## src/rtl/pwm_pkg.sv

```systemverilog
// pwm_pkg: shared state codes and helpers
// for the PWM table player and its comparator.
package pwm_pkg;

  typedef logic [1:0] state_t;

  localparam state_t IDLE   = 2'd0;
  localparam state_t PRIME0 = 2'd1;
  localparam state_t PRIME1 = 2'd2;
  localparam state_t RUN    = 2'd3;

  function automatic int cw(input int n);
    return (n > 1) ? $clog2(n) : 1;
  endfunction

  function automatic int max2(
    input int a,
    input int b
  );
    return (a > b) ? a : b;
  endfunction

  function automatic logic [31:0] sat(
    input logic [31:0] d,
    input logic [31:0] lim
  );
    return (d > lim) ? lim : d;
  endfunction

endpackage

```

## src/rtl/pwm_comparator.sv

```systemverilog
// pwm_comparator: carrier counter, saturating
// duty compare and registered PWM output.
module pwm_comparator
  import pwm_pkg::*;
#(
  parameter int data_width = 8,
  parameter int pwm_period = 100
) (
  input  logic                  Clk,
  input  logic                  Rst_n,
  input  logic                  active_nx,
  input  logic                  load,
  input  logic [data_width-1:0] duty_nx,
  output logic                  wrap,
  output logic                  PWM_out
);

  localparam int CW = cw(pwm_period);
  localparam int SW = max2(data_width, cw(pwm_period + 1));
  localparam logic [CW-1:0] CMAX = CW'(pwm_period - 1);

  logic [CW-1:0] carrier;
  logic [CW-1:0] carrier_nx;
  logic [SW-1:0] car_ext;
  logic [SW-1:0] duty_eff;

  assign wrap = (carrier == CMAX);

  // next carrier value and the duty it will be compared against
  always_comb begin
    carrier_nx = '0;
    if (active_nx && !load && !wrap)
      carrier_nx = carrier + CW'(1);
    car_ext  = SW'(carrier_nx);
    duty_eff = SW'(sat(32'(duty_nx), 32'(pwm_period)));
  end

  // carrier and output register, aligned to the same cycle
  always_ff @(posedge Clk or negedge Rst_n) begin
    if (!Rst_n) begin
      carrier <= '0;
      PWM_out <= 1'b0;
    end else begin
      carrier <= carrier_nx;
      PWM_out <= active_nx && (car_ext < duty_eff);
    end
  end

endmodule

```

## src/rtl/pwm_table_player.sv

```systemverilog
// pwm_table_player: sweeps the signal table and
// plays each sample as a PWM duty, with prefetch.
module pwm_table_player
  import pwm_pkg::*;
#(
  parameter int data_width         = 8,
  parameter int addr_width         = 7,
  parameter int data_range         = 100,
  parameter int pwm_period         = 100,
  parameter int periods_per_sample = 1
) (
  input  logic                  Clk,
  input  logic                  Rst_n,
  input  logic                  Enable,
  output logic [addr_width-1:0] address,
  output logic                  WR,
  input  logic [data_width-1:0] sample_in,
  output logic                  PWM_out,
  output logic                  sample_strobe,
  output logic                  cycle_done,
  output logic [data_width-1:0] duty
);

  localparam int PW = cw(periods_per_sample);
  localparam logic [PW-1:0] PLAST =
    PW'(periods_per_sample - 1);
  localparam logic [addr_width-1:0] ALAST =
    addr_width'(data_range - 1);

  state_t                  state;
  state_t                  state_nx;
  logic [PW-1:0]           per_cnt;
  logic [data_width-1:0]   next_duty;
  logic [data_width-1:0]   duty_nx;
  logic [addr_width-1:0]   addr_step;
  logic [1:0]              pf;
  logic                    wrap;
  logic                    per_last;
  logic                    bnd_first;
  logic                    bnd_run;
  logic                    bnd;
  logic                    active_nx;

  assign WR = 1'b0;

  // next-state decode; Enable low forces IDLE
  always_comb begin
    state_nx = state;
    if (!Enable) begin
      state_nx = IDLE;
    end else begin
      unique case (1'b1)
        state == IDLE:   state_nx = PRIME0;
        state == PRIME0: state_nx = PRIME1;
        state == PRIME1: state_nx = RUN;
        state == RUN:    state_nx = RUN;
      endcase
    end
  end

  // sample boundaries, address step and duty selection
  always_comb begin
    per_last  = (per_cnt == PLAST);
    bnd_first = Enable && (state == PRIME1);
    bnd_run   = Enable && (state == RUN)
                && wrap && per_last;
    bnd       = bnd_first || bnd_run;
    active_nx = Enable
                && ((state == PRIME1) || (state == RUN));
    addr_step = (address == ALAST)
                ? '0 : address + addr_width'(1);
    duty_nx   = duty;
    if (bnd_first)
      duty_nx = sample_in;
    else if (bnd_run)
      duty_nx = next_duty;
  end

  // FSM state register
  always_ff @(posedge Clk or negedge Rst_n) begin
    if (!Rst_n)
      state <= IDLE;
    else
      state <= state_nx;
  end

  // address sequencer, one step per sample boundary
  always_ff @(posedge Clk or negedge Rst_n) begin
    if (!Rst_n)
      address <= '0;
    else if (!Enable)
      address <= '0;
    else if (bnd)
      address <= addr_step;
  end

  // periods played of the current sample
  always_ff @(posedge Clk or negedge Rst_n) begin
    if (!Rst_n)
      per_cnt <= '0;
    else if (!active_nx || bnd)
      per_cnt <= '0;
    else if ((state == RUN) && wrap)
      per_cnt <= per_cnt + PW'(1);
  end

  // duty double buffer; prefetch lands two cycles after address moves
  always_ff @(posedge Clk or negedge Rst_n) begin
    if (!Rst_n) begin
      duty      <= '0;
      next_duty <= '0;
      pf        <= '0;
    end else if (!Enable) begin
      duty      <= '0;
      next_duty <= '0;
      pf        <= '0;
    end else begin
      pf <= {pf[0], bnd};
      if (bnd)
        duty <= duty_nx;
      if (bnd_first || pf[1])
        next_duty <= sample_in;
    end
  end

  // one-cycle pulses marking a new duty and a full table pass
  always_ff @(posedge Clk or negedge Rst_n) begin
    if (!Rst_n) begin
      sample_strobe <= 1'b0;
      cycle_done    <= 1'b0;
    end else begin
      sample_strobe <= bnd;
      cycle_done    <= bnd_run && (address == '0);
    end
  end

  pwm_comparator #(
    .data_width (data_width),
    .pwm_period (pwm_period)
  ) u_cmp (
    .Clk       (Clk),
    .Rst_n     (Rst_n),
    .active_nx (active_nx),
    .load      (bnd),
    .duty_nx   (duty_nx),
    .wrap      (wrap),
    .PWM_out   (PWM_out)
  );

endmodule

```

## config.mk

```make
export PLATFORM = sky130hd
export DESIGN_NAME = pwm_table_player
export DESIGN_NICKNAME = d
export VERILOG_FILES = /design/src/rtl/pwm_pkg.sv /design/src/rtl/pwm_comparator.sv /design/src/rtl/pwm_table_player.sv
export SDC_FILE = /design/constraint.sdc
export NUM_CORES = 1
export LEC_CHECK = 0
export ABC_AREA = 1
export CELL_PAD_IN_SITES_DETAIL_PLACEMENT = 2
export CELL_PAD_IN_SITES_GLOBAL_PLACEMENT = 2
export CORE_UTILIZATION = 32
export CTS_CLUSTER_SIZE = 24
export DETAILED_ROUTE_END_ITERATION = 16
export MAX_ROUTING_LAYER = met4
export PLACE_DENSITY_LB_ADDON = 0.1
export SYNTH_ARGS = -nofsm -noshare
export SYNTH_HDL_FRONTEND = slang
export SYNTH_SLANG_ARGS = --single-unit
```

## constraint.sdc

```tcl
create_clock -name Clk -period 3.2 [get_ports Clk]
set_clock_uncertainty 0.15 [all_clocks]
set_input_delay 0.64 -clock Clk [delete_from_list [all_inputs] [get_ports Clk]]
set_output_delay 0.64 -clock Clk [all_outputs]
set_load 0.01 [all_outputs]
```

**Word-level counts from Yosys, hierarchy flattened**

Index checks and enable logic that the tools add are counted.

- Register bits: 38
- Input bits: 11
- Logic and storage cells: 60

- Bitwise gates (word level): 1
- Equal/unequal tests: 7
- Reductions and logical operators: 21
- Mux-type cells: 16
- $add $sub $neg: 3
- Order comparisons: 2

Operators with widths:

| operator | count |
|---|---|
| $mux W8 | 7 |
| $mux W7 | 4 |
| $add A7 B1 Y7 const B | 2 |
| $eq A7 B7 Y1 const B | 2 |
| $logic_and A1 B1 Y1 | 10 |
| $gt A8 B7 Y1 const B | 1 |
| $lt A7 B8 Y1 | 1 |
| $logic_not A7 Y1 | 1 |
| $pmux W2 S3 | 1 |
| $eq A2 B2 Y1 const B | 2 |
| $logic_or A1 B1 Y1 | 4 |
| $mux W2 | 2 |
| $ne A2 B1 Y1 const B | 2 |
| $logic_not A1 Y1 | 3 |
| $eq A2 B1 Y1 const B | 1 |
| $logic_not A2 Y1 | 1 |
| $mux W1 | 2 |
| $reduce_bool A2 Y1 | 1 |
| $reduce_or A2 Y1 | 1 |
| $add A1 B1 Y1 const B | 1 |
| $not A1 Y1 | 1 |

**Logic depth before layout (Yosys ltp)**

- Depth in word-level cells: 11
- Depth in mapped cells: 20
- Mapped depth without buffers: 20

**Hierarchy**

Synthesis repeated with hierarchy kept, for this count alone.

- Cell total of the unflattened synthesis: 291
- Area, all modules: 2223.4 µm²

By module, submodules not included:

| module | cells an instance | sequential area each (µm²) | instances | area an instance (µm²) |
|---|---|---|---|---|
| pwm_table_player | 210 | 750.7 | 1 | 1624.1 |
| pwm_comparator | 81 | 200.2 | 1 | 599.3 |

**Least setup slack after synthesis**

No wires, ideal clock.

- Kind: in2reg
- Start point: input port Enable
- End point: register u_cmp.PWM_out
- Cell stages on the path: 17
- Data arrival time: 2.376 ns
- Slack: 0.601 ns
- Cells stage by stage: buf_4 > nand2_4 > nor2_4 > inv_2 > buf_2 > nand3_1 > nand2_1 > nor2_1 > nor2_1 > nor2_1 > nand2_2 > inv_1 > nor2_1 > ha_1 > a21oi_1 > nand3_1 > a21oi_2

- Cells in the longest elaborated chain, start to end: 10
- Elaborated cells between the ends (all ways): 16

RTL lines:

| element | line | source |
|---|---|---|
| start, declared | pwm_table_player.sv:14 | `input logic Enable,` |
| branches (longest 9 deep; another with $gt A8 B7 Y1) | -- |  |
| $logic_and A1 B1 Y1 (*) | pwm_comparator.sv:45 | `PWM_out <= active_nx && (car_ext < duty_eff);` |
| end signal, assigned | pwm_comparator.sv:45 |  |
| end, declared | pwm_comparator.sv:15 | `output logic PWM_out` |

Mark *: on every way between the ends.
A chain may end at the register's enable or synchronous reset.

**Worst setup path after layout**

Same ends and word-level chain as after synthesis.

==> results.yml <==
floorplan:
  start_util_pct: 33.3
  num_io_pins: 30
  coreArea_sq_um: 6390
  rows: 29
  die_x_microns: 83.5
  fp.dieH_microns: 83.5
  dieArea_sq_um: 6970
cts:
  cts_tree: "built"
  htreeDepth: 2
  cts_buffers: 5
  clkSinkCount: 38
  cts_max_path_buffers: 2
  cts_root_buffer: "clkbuf_8"
  clkTransAtPathRegs_ns: 0.08
  cts_hold_buf: 0
  insertion_delay_ns: 0.29
global_route:
  grt_max_degree: 39
  overflow: 0
  grtUsageTotal_pct: 20.2
  grt_antenna_before_repair: 0
  grt_pass1_wl_microns: 10700
  grt_pass1_vias: 2138
job:
  drv_cap: 0
sta:
  fin_crit_sh_pct: 93.9
  hold_viol: 0
  layout_setup_ws_ns: 0.196
  setup_viol: 0
  whs_ns: 0.293
  worstMarginPinSlew_ns: 0.894
  fmax_mhz: 333
  fin_crit_ns: 3.00
  final-max-slew-violation-count: 0
  max_slew_margin_pct: 40.4
power:
  p_leak_nw: 1.34
  pwr_density_cell_nw_per_um2: 429
  internal_power_w: 0.000805
  p_switching_w: 0.000364
  swShare_pct: 31.1
  vdd_drop_max_v: 0.000214
  power.share.clock_pct: 29.9
  seq_power_share_pct: 45.4
  pwr-share-comb_pct: 24.7
synthesis:
  ys_types: 31
  synthCells: 269
  ys_seq_elements: 38
  yosysSeqAreaShare_pct: 44.7
  synth_async_sr_flop_share_pct: 100
  syn_area_per_cell_sq_um: 7.90
  syn_nets: 289
  syn_area_sq_um: 2130
  synth_edf_count: 0
  yosys.area.top_type_share_pct: 44.7
  yosysWarnings: 0
  synth_top_area_cell: "dfrtp_1"
  ys.flop_type: "dfrtp_1"
  synth.area.top_cells: "dfrtp_1, nand2_1, nand3_1"
routing:
  drc_errors: 0
  drt-initial-drc-count: 32
  avgRoutedWirePerCell_microns: 16.6
  ant_nets: 0
  dr.pass1.iters: 4
  vias: 1997
  vias_per_cell: 5.06
  wl_microns: 6550
placed_design:
  place_area_sq_um: 2600
  place_hpwl_microns: 4890
  port_buffers: 28
  gp_congestion: 0.828
  dp.cells: 384
  place_ws_ns: -0.153
min_path:
  hold_path_class: "flip-flop to flip-flop"
cells_and_area:
  drive_above_1_share_pct: 14.5
  area_growth_pct: 28.1
  finalNetCount: 337
  layout_common_cells: "nand2_1, dfrtp_1, nor2_1"
  fin_cells: 395
  n_fill_cell: 748
  antenna-diode-count: 0
  final_common_cell: "nand2_1"
  finalInstanceArea_sq_um: 2720
setup_path:
  crit_slowest_cell: "clkdlybuf4s50_1"
  cp_data_required_time_ns: 3.28
  crit_type: "primary input to flip-flop"
  crit_family: "simple AND/OR/NAND/NOR gates"
  path_buf_inv: 4
  slowest_delay_ns: 0.50
  cp-start-kind: "primary input"
  cp_max_fo: 14
  end_kind: "flip-flop"
  cp.arrival_ns: 3.09
  crit_chain: "clkdlybuf4s50_1, buf_4, nand2_4, nor2_4, inv_2, or2_0, nand2_2, nand2_1, nor2_1, nand2_1, nand2_2, inv_1, nor2_1, ha_1, a21oi_1, nand3_1, a21oi_2"
run_status:
  run_status: "complete, no violations"
[metal layers]
layer / global-route usage [%] / up-vias / share of wire (%)
met5: - / - / 0
met4: 4.16 / 0 / 0.44
met3: 3.36 / 3 / 2.2
met2: 35.2 / 27 / 52
met1: 24.9 / 998 / 46
li1: - / 969 / -
[state kept, by name, indices dropped and copies added, names as in the netlist]
| register | cells |
|---|---|
| sample_strobe | 1 |
| u_cmp.PWM_out | 1 |
| cycle_done | 1 |
| address | 7 |
| u_cmp.carrier | 7 |
| pf | 2 |
| duty | 8 |
| state | 2 |
| per_cnt | 1 |
| next_duty | 8 |
[path summary, 6_finish.rpt]
| path | startpoint | slack, ns | endpoint | depth (start not counted) |
|---|---|---|---|---|
| setup / recovery | Enable | 0.20 | u_cmp.PWM_out$_DFF_PN0_ | 17 |
| hold / removal | pf[0]$_DFF_PN0_ | 0.29 | pf[1]$_DFF_PN0_ | 2 |
| setup reg to reg | u_cmp.carrier[0]$_DFF_PN0_ | 0.39 | u_cmp.PWM_out$_DFF_PN0_ | 18 |
| hold reg to reg | pf[0]$_DFF_PN0_ | 0.29 | pf[1]$_DFF_PN0_ | 2 |
| max in group asynchronous | Rst_n | 2.03 | u_cmp.carrier[6]$_DFF_PN0_ | 1 |
| min in group asynchronous | Rst_n | 0.31 | address[3]$_DFFE_PN0P_ | 1 |
[power by group through the flow]
stage	sequential, W	clock, W	combinational, W
after floorplan	0.000542	0	0.000147
after detailed placement	0.000540	0	0.000287
after global routing	0.000535	0.000377	0.000325
final	0.000531	0.000349	0.000289
after global placement	0.000539	0	0.000278
after CTS	0.000531	0.000363	0.000291
[what timing repair did]
item / CTS / global route
gates resized for setup: 0 / 3
setup endpoints to repair: 0 / 1
buffers inserted: 0 / 3
[cell usage after synthesis (3+ instances only)]
cell,number
a21oi_1,9
buf_2,3
buf_4,3
dfrtp_1,38
ha_1,9
inv_1,26
inv_2,5
nand2_1,60
nand3_1,28
nand3_2,3
nand4_1,11
nor2_1,33
nor2_4,3
nor3_1,4
o21ai_0,8
o31ai_1,4
or2_1,3
xor2_1,3
[cell families (layout without fill, tap and decap cells)]
| kind of cell | after synthesis | count (layout) | synth area share (%) |
|---|---|---|---|
| other | 1 | 1 | 0.176 |
| XOR/XNOR | 3 | 3 | 1.24 |
| buffers and inverters | 41 | 90 | 8.30 |
| flip-flops | 38 | 38 | 44.7 |
| adder cells (fa/ha/maj) | 9 | 9 | 5.30 |
| AND/OR/NAND/NOR | 153 | 153 | 33.7 |
| AO/OA/AOI/OAI | 24 | 24 | 6.53 |
[worst reg2reg max path: stages (launching register included)]
cell and delay, ns:
dfrtp_1 0.38, ha_1 0.21, nand2_1 0.11, nor2_4 0.16, buf_4 0.18, nand4_1 0.13
nand3_1 0.12, nand2_1 0.11, inv_2 0.09, nand2_1 0.05, nor2_1 0.13, nand2_1 0.08
nand2_2 0.11, inv_1 0.08, nor2_1 0.10, ha_1 0.25, a21oi_1 0.14, nand3_1 0.09
a21oi_2 0.10
[per-stage QoR]
| stage | TNS [ns] | power, W | utilization [%] |
|---|---|---|---|
| 2_1_floorplan | 0 | 0.000689 | - |
| 3_3_place_gp | -0.0745 | 0.000816 | 40.7 |
| 3_5_place_dp | -0.153 | 0.000827 | 40.7 |
| 4_1_cts | 0 | 0.00118 | 42.1 |
| 5_1_grt | -0.0119 | 0.00124 | 42.7 |
| 6_report | 0 | 0.00117 | 42.7 |
[layout make-up]
class                      instances  area, sq um  share of cell area [%]
multi-input combinational        190         1010                    37.0
sequential                        38          951                    34.9
clock inverter                     1         5.00                   0.184
tap                               77         96.3                    3.54
clock buffer                       7         86.3                    3.17
inverter                          32          120                    4.41
timing repair buffer              50          457                    16.8
Power figures use the tool's default switching activity.
